**src/rtl/uart_rx_core.sv**
```systemverilog
// 8N1 UART receiver: 16x oversampled receive FSM with false-start rejection,
// framing-error detection and a first-word-fall-through byte FIFO.
module uart_rx_core #(
  parameter int CLK_FREQ   = 50_000_000,
  parameter int UART_BAUD  = 115200,
  parameter int OVERSAMPLE = 16,
  parameter int FIFO_DEPTH = 8
) (
  input  logic                          clk,
  input  logic                          rst,
  input  logic                          rx_i,
  output logic [7:0]                    rx_data,
  output logic                          rx_valid,
  input  logic                          rx_ready,
  output logic                          frame_err,
  output logic                          overrun,
  output logic [$clog2(FIFO_DEPTH):0]   fifo_count
);

  localparam int DIV  = (CLK_FREQ + UART_BAUD * (OVERSAMPLE / 2)) / (UART_BAUD * OVERSAMPLE);
  localparam int CW   = (DIV > 1) ? $clog2(DIV) : 1;
  localparam int AW   = (FIFO_DEPTH > 1) ? $clog2(FIFO_DEPTH) : 1;
  localparam int CNTW = AW + 1;
  localparam logic [3:0] MID_TICK  = 4'(OVERSAMPLE / 2 - 1);
  localparam logic [3:0] LAST_TICK = 4'(OVERSAMPLE - 1);

  typedef enum logic [2:0] {
    S_IDLE,
    S_START,
    S_DATA,
    S_STOP,
    S_BREAK
  } state_t;

  logic            sync1_q, rx_s_q, rx_prev_q;
  logic [1:0]      warm_q, warm_d;
  logic [CW-1:0]   div_cnt_q, div_cnt_d;
  state_t          state_q, state_d;
  logic [3:0]      tick_cnt_q, tick_cnt_d;
  logic [2:0]      bit_cnt_q, bit_cnt_d;
  logic [7:0]      shift_q, shift_d;
  logic            push_q, push_d;
  logic            ferr_q, ferr_d;

  logic [7:0]      mem_q [FIFO_DEPTH];
  logic [AW-1:0]   wr_ptr_q, wr_ptr_d, rd_ptr_q, rd_ptr_d;
  logic [CNTW-1:0] count_q, count_d;

  logic tick, start_edge, full, empty, pop, wr_en;

  always_comb begin
    // Edge detection waits until the synchronizer holds real line samples,
    // so a line already low when reset is released is not taken as a start.
    start_edge = (warm_q == 2'd3) && rx_prev_q && !rx_s_q;
    tick       = (div_cnt_q == CW'(DIV - 1));
    warm_d     = (warm_q == 2'd3) ? warm_q : warm_q + 2'd1;
    div_cnt_d  = tick ? '0 : div_cnt_q + CW'(1);

    state_d    = state_q;
    tick_cnt_d = tick_cnt_q;
    bit_cnt_d  = bit_cnt_q;
    shift_d    = shift_q;
    push_d     = 1'b0;
    ferr_d     = 1'b0;

    case (state_q)
      S_IDLE: begin
        if (start_edge) begin
          state_d    = S_START;
          tick_cnt_d = '0;
          bit_cnt_d  = '0;
          div_cnt_d  = '0;
        end
      end
      S_START: begin
        if (tick) begin
          if (tick_cnt_q == MID_TICK) begin
            tick_cnt_d = '0;
            state_d    = rx_s_q ? S_IDLE : S_DATA;
          end else begin
            tick_cnt_d = tick_cnt_q + 4'd1;
          end
        end
      end
      S_DATA: begin
        if (tick) begin
          if (tick_cnt_q == LAST_TICK) begin
            tick_cnt_d          = '0;
            shift_d[bit_cnt_q]  = rx_s_q;
            bit_cnt_d           = bit_cnt_q + 3'd1;
            if (bit_cnt_q == 3'd7) state_d = S_STOP;
          end else begin
            tick_cnt_d = tick_cnt_q + 4'd1;
          end
        end
      end
      S_STOP: begin
        if (tick) begin
          if (tick_cnt_q == LAST_TICK) begin
            tick_cnt_d = '0;
            if (rx_s_q) begin
              push_d  = 1'b1;
              state_d = S_IDLE;
            end else begin
              ferr_d  = 1'b1;
              state_d = S_BREAK;
            end
          end else begin
            tick_cnt_d = tick_cnt_q + 4'd1;
          end
        end
      end
      S_BREAK: begin
        if (rx_s_q) state_d = S_IDLE;
      end
      default: state_d = S_IDLE;
    endcase
  end

  always_comb begin
    full     = (count_q == CNTW'(FIFO_DEPTH));
    empty    = (count_q == '0);
    pop      = rx_ready && !empty;
    // A push into a full FIFO still lands when the head is popped the same cycle.
    wr_en    = push_q && (!full || pop);
    overrun  = push_q && full && !pop;
    wr_ptr_d = wr_en ? wr_ptr_q + AW'(1) : wr_ptr_q;
    rd_ptr_d = pop ? rd_ptr_q + AW'(1) : rd_ptr_q;
    count_d  = count_q;
    if (wr_en && !pop) count_d = count_q + CNTW'(1);
    if (pop && !wr_en) count_d = count_q - CNTW'(1);
  end

  always_ff @(posedge clk) begin
    if (rst) begin
      sync1_q    <= 1'b1;
      rx_s_q     <= 1'b1;
      rx_prev_q  <= 1'b1;
      warm_q     <= '0;
      div_cnt_q  <= '0;
      state_q    <= S_IDLE;
      tick_cnt_q <= '0;
      bit_cnt_q  <= '0;
      push_q     <= 1'b0;
      ferr_q     <= 1'b0;
      wr_ptr_q   <= '0;
      rd_ptr_q   <= '0;
      count_q    <= '0;
    end else begin
      sync1_q    <= rx_i;
      rx_s_q     <= sync1_q;
      rx_prev_q  <= rx_s_q;
      warm_q     <= warm_d;
      div_cnt_q  <= div_cnt_d;
      state_q    <= state_d;
      tick_cnt_q <= tick_cnt_d;
      bit_cnt_q  <= bit_cnt_d;
      push_q     <= push_d;
      ferr_q     <= ferr_d;
      wr_ptr_q   <= wr_ptr_d;
      rd_ptr_q   <= rd_ptr_d;
      count_q    <= count_d;
    end
  end

  always_ff @(posedge clk) begin
    shift_q <= shift_d;
    if (wr_en) mem_q[wr_ptr_q] <= shift_q;
  end

  assign rx_data    = empty ? 8'h00 : mem_q[rd_ptr_q];
  assign rx_valid   = !empty;
  assign frame_err  = ferr_q;
  assign fifo_count = count_q;

endmodule

```
**config.mk**
```make
export PLATFORM = sky130hd
export DESIGN_NAME = uart_rx_core
export DESIGN_NICKNAME = d
export VERILOG_FILES = /design/src/rtl/uart_rx_core.sv
export SDC_FILE = /design/constraint.sdc
export NUM_CORES = 1
export LEC_CHECK = 0
export ABC_AREA = 1
export CORE_MARGIN = 2
export CORE_UTILIZATION = 60
export DETAILED_ROUTE_END_ITERATION = 7
export PLACE_DENSITY = 0.79
export SKIP_LAST_GASP = 1
export SYNTH_ARGS = -nofsm -noshare
export SYNTH_HDL_FRONTEND = slang
export SYNTH_SLANG_ARGS = --single-unit
```
**constraint.sdc**
```tcl
create_clock -name clk -period 4.05 [get_ports clk]
set_clock_uncertainty 0.15 [all_clocks]
set_input_delay 0.405 -clock clk [delete_from_list [all_inputs] [get_ports clk]]
set_output_delay 0.405 -clock clk [all_outputs]
set_load 0.05 [all_outputs]
```
---- Yosys cells after proc, flatten, opt, wreduce, memory -nomap -nowiden ----
Memory sizes are Yosys's and may differ from the RTL's. A register that Yosys moved wholly into a read port is not among the register bits.
Index checks and enable logic that the tools add are counted.
storage, ports and cells
  latch bits .............................. 0
  memories kept ........................... 1
  register bits after elaboration ......... 40
  output and inout bits ................... 15
  ROM bits ................................ 0
  word-level logic and storage cells ...... 111
  memory bits (writable) .................. 64
  input bits .............................. 4
memories
  name   words  width  read ports  clocked after Yosys merged registers in  wr ports  RTL line  text
  mem_q  8      8      1           1                                        1         45        logic [7:0] mem_q [FIFO_DEPTH];
cells by class
  $add $sub $neg .......................... 8
  divide/modulo/power cells ............... 0
  $mul .................................... 0
  reductions and logical operators ........ 26
  equal/unequal tests ..................... 20
  shift operators ......................... 0
  order comparisons ....................... 2
  bitwise operators ....................... 3
  multiplexer cells ....................... 37
operators by type and width
  operator             count
  $mux 3               15
  $mux 4               7
  $ne 2x2->1 const B   9
  $mux 5               3
  $pmux 3 s5           1
  $pmux 4 s3           1
  $add 3x1->3 const B  3
  $logic_and 1x1->1    9
  $reduce_and 9->1     1
  $add 4x1->4 const B  2
  $bwmux 8             1
  $eq 4x4->1 const B   2
  $mux 8               1
  $reduce_and 4->1     2
  $eq 3x2->1 const B   2
  $eq 3x3->1 const B   2
  $pmux 3 s2           1
  $add 5x1->5 const B  1
  $eq 5x5->1 const B   1
  $logic_not 1->1      5
  $mux 1               5
  $eq 4x3->1 const B   1
  $logic_not 4->1      1
  $lt 3x4->1 const B   1
  other kinds (16)     19

---- Logic depth before layout (Yosys ltp) ----
  depth in word-level cells ............... 8
  gate-level depth with buffers ........... 13

---- Worst setup path after synthesis ----
No wires, ideal clock.
  path kind ............................... register -> output
  start point ............................. reg count_q[0] (netlist: fifo_count[0])
  end point ............................... out rx_data[0]
  arrival ................................. 1.897 ns
  stages on the path, launching flop included .. 6
  setup slack ............................. 1.598 ns
  path buffers ............................ 1
  required time ........................... 3.495 ns
  cells stage by stage .................... dfxtp_1 -> nor2_2 -> nand2_2 -> buf_6 -> o21ai_0 -> nor2_1
between the ends
  word-level cells in the longest chain between the ends .. 2
ends and longest elaborated chain
  item                    RTL line  text
  start, declared         47        logic [CNTW-1:0] count_q, count_d;
  start signal, assigned  162       count_q <= count_d;
  $logic_not 4->1         122       empty = (count_q == '0);
  $mux 8                  171       assign rx_data = empty ? 8'h00 : mem_q[rd_ptr_q];
  end, declared           12        output logic [7:0] rx_data,
Every way passes these cells.

==> qor.txt <==
Die H - 91.9 um
Internal - 1.90 mW
routed wire length - 8100 um
Synth Net Count - 486
core area - 0.00761 mm2
Row Count - 32
DRC - 0
nets - 503
Longest Clk Path Bufs - 2
total congestion overflow - 0
area of the mapped netlist - 0.00463 mm2
Resized Gates After CTS - 0
net load switching power - 1.40 mW
PortBufs - 18
final setup vio count - 0
HP Start - sync1_q
Tcrit/Tclk final - 0.816
H-tree Lvls - 3
DR vias - 3266
max-slew violations - 0
pin count of the biggest net entering global routing - 33
sequential area share after synthesis - 0.618
GPL Wtd Cong - 0.880
final hold vios - 0
Die Width - 91.9 um
CP Launch Type - register
Min Hold Slack - 281 ps
CP Max Fanout - 32
combinational power share - 0.414
slowest library cell on the worst path - dfxtp_1
global-route wire length before repair - 13700 um
Setup Buffers After CTS - 0
Slew HR - 0.390
Leak - 1.86 nW
crit path kind - register to output pin
post-layout min period - 3300 ps
most used cell, CP - nor2_1
average wire per standard cell - 13.6 um
CTS Hold Buffers Added - 0
Antenna Nets Post-Route - 0
total CTS buffers - 9
R2R Path Start - fifo_count[1]
maximum clock frequency - 303 MHz
worst slew pin tran - 914 ps
n_diodes - 0
Finished Layout Cells - 597
area growth from synthesis to layout - 9.45%
placed cells - 581
worst IR drop on VDD - 0.000438 V
Worst Setup End Kind - output pin
CTS tree - yes
Bufs and invs on worst path - 1
Vias/cell - 5.47
initial drt markers - 191
part of the power in registers - 0.404
# fillers - 603
RSZ-0062 raised after global routing - false
synth warn - 0
DR pass1 iterations - 5
Unique masters post-synth - 29
Die Area - 0.00844 mm2
status - completed
Arrival @ worst endpoint - 2750 ps
Hold Path Class - register to register
Clk pwr share - 0.183
setup TNS - 0 ps
vias in the first global route - 3067
CP cell instances - o21ai_0 -> o32ai_1 -> nor2_1 -> nor2_1 -> clkdlybuf4s50_1
Critical Path RT - 3490 ps
Sw Ratio - 0.425
I/O pin cnt - 19
layout cells sized above 1 - 0.103
synthesized area per cell - 9.80 um2
MaxCap Viol Count - 0
flops & latches, synth - 107
Clk pin slew, worst setup/hold paths - 100 ps
Root Driver - clkbuf_8
antenna violations before repair - 0
cell family with most CP delay - flip-flops
dpl ws - 1180 ps
DPL Wire Length - 5680 um
Final WS setup - 747 ps
initial core utilization - 0.609
Mapped Cells - 473
delay of the slowest critical-path stage - 930 ps
clk_lat worst skew - 350 ps
total track usage - 0.206
Power Density - 650 mW/mm2
clk sink count - 107
-- final cells by class --
cell class	instances	area, um2	area share
clock inverters	7	61.3	0.0121
flip-flops and latches	107	2860	0.564
repair buffers	19	188	0.0370
multi-input cells	310	1550	0.305
inverters	43	161	0.0318
clock buffers	9	124	0.0244
well taps	102	128	0.0252
-- stage by stage --
| stage | area, um2 | util | total power [mW] |
|---|---|---|---|
| 2_1_floorplan | 4630 | - | 2.39 |
| 3_3_place_gp | 4890 | 0.642 | 2.69 |
| 3_5_place_dp | 4890 | 0.642 | 2.71 |
| 4_1_cts | 5070 | 0.667 | 3.31 |
| 5_1_grt | 5070 | 0.667 | 3.50 |
| 6_report | 5070 | 0.667 | 3.30 |
-- synthesized netlist by cell type --
cell	number	area, um2
a21oi_1	17	85.1
a21oi_2	2	17.5
buf_2	5	25.0
buf_6	1	11.3
clkbuf_1	7	26.3
dfxtp_1	35	701
edfxtp_1	72	2160
ha_1	9	113
inv_1	33	124
inv_2	10	37.5
nand2_1	51	191
nand2_2	7	43.8
nand2_4	2	22.5
nand3_1	22	110
nand3_2	3	30.0
nand4_1	4	25.0
nor2_1	104	390
nor2_2	5	31.3
nor2_4	2	22.5
nor3_1	10	50.1
nor4_1	1	6.26
o21a_1	1	7.51
o21ai_0	50	250
o21ai_1	5	25.0
o21ai_2	1	8.76
o32ai_1	8	70.1
or2_2	2	12.5
xnor2_1	1	8.76
xor2_1	3	26.3
-- per-layer routing --
metal | part of all wire | track usage
met5 | 0 | 0
met4 | 0.011 | 0.0672
met3 | 0.056 | 0.0444
met2 | 0.50 | 0.355
met1 | 0.44 | 0.260
-- layout by cell type (no fill, tap or decap), types with 5 or more instances in the layout --
master           synthesis  routed
o21ai_0                 50      50
ha_1                     9       9
nand3_1                 22      22
clkbuf_8                 0       9
nand2_2                  7       7
a21oi_1                 17      17
o21ai_1                  5       5
o32ai_1                  8       8
nand2_1                 51      51
nor2_2                   5       5
nor2_1                 104     104
inv_1                   33      33
edfxtp_1                72      72
inv_2                   10      10
dfxtp_1                 35      35
clkdlybuf4s50_1          0      18
nor3_1                  10      10
-- power groups by stage --
stage	Combinational [mW]	Sequential [mW]	Clock, mW
finish	1.36	1.33	0.602
global route	1.50	1.35	0.653
CTS	1.36	1.33	0.612
detailed placement	1.36	1.35	0
global placement	1.34	1.35	0
floorplan	1.02	1.36	0
-- kinds of logic (layout without fill, tap and decap cells) --
kind of cell / count (synthesis) / after routing / share of synthesized area
flops: 107 / 107 / 0.618
xor+xnor: 4 / 4 / 0.00756
fa+ha+maj: 9 / 9 / 0.0243
simple gates: 213 / 213 / 0.202
buf+inv: 56 / 78 / 0.0483
compound gates: 84 / 84 / 0.100
-- flip-flops by register name, summed over array words and instances (netlist names), named ones only --
name / cells
rx_s_q: 1
wr_ptr_q: 3
mem_q: 64
push_q: 1
sync1_q: 1
rd_ptr_q: 3
frame_err: 1
bit_cnt_q: 3
shift_q: 8
state_q: 3
tick_cnt_q: 4
warm_q: 2
div_cnt_q: 5
fifo_count: 4
rx_prev_q: 1
-- worst reg2reg max path, cell delays in order, from the launching register on --
cell and delay, ps:
dfxtp_1 460, nor2_2 90, nand3_1 120, nand2_1 130, inv_1 110, nand2_1 130, nor2_1 660
-- final timing paths --
check / endpoint / cells after the start / slack (ps)
setup / recovery: rx_data[6] / 5 / 750
hold / removal: rx_s_q / 1 / 280
setup reg to reg: mem_q[6][0] / 6 / 1850
hold reg to reg: rx_s_q / 1 / 280
No activity file was read; power rests on OpenSTA's default activity.
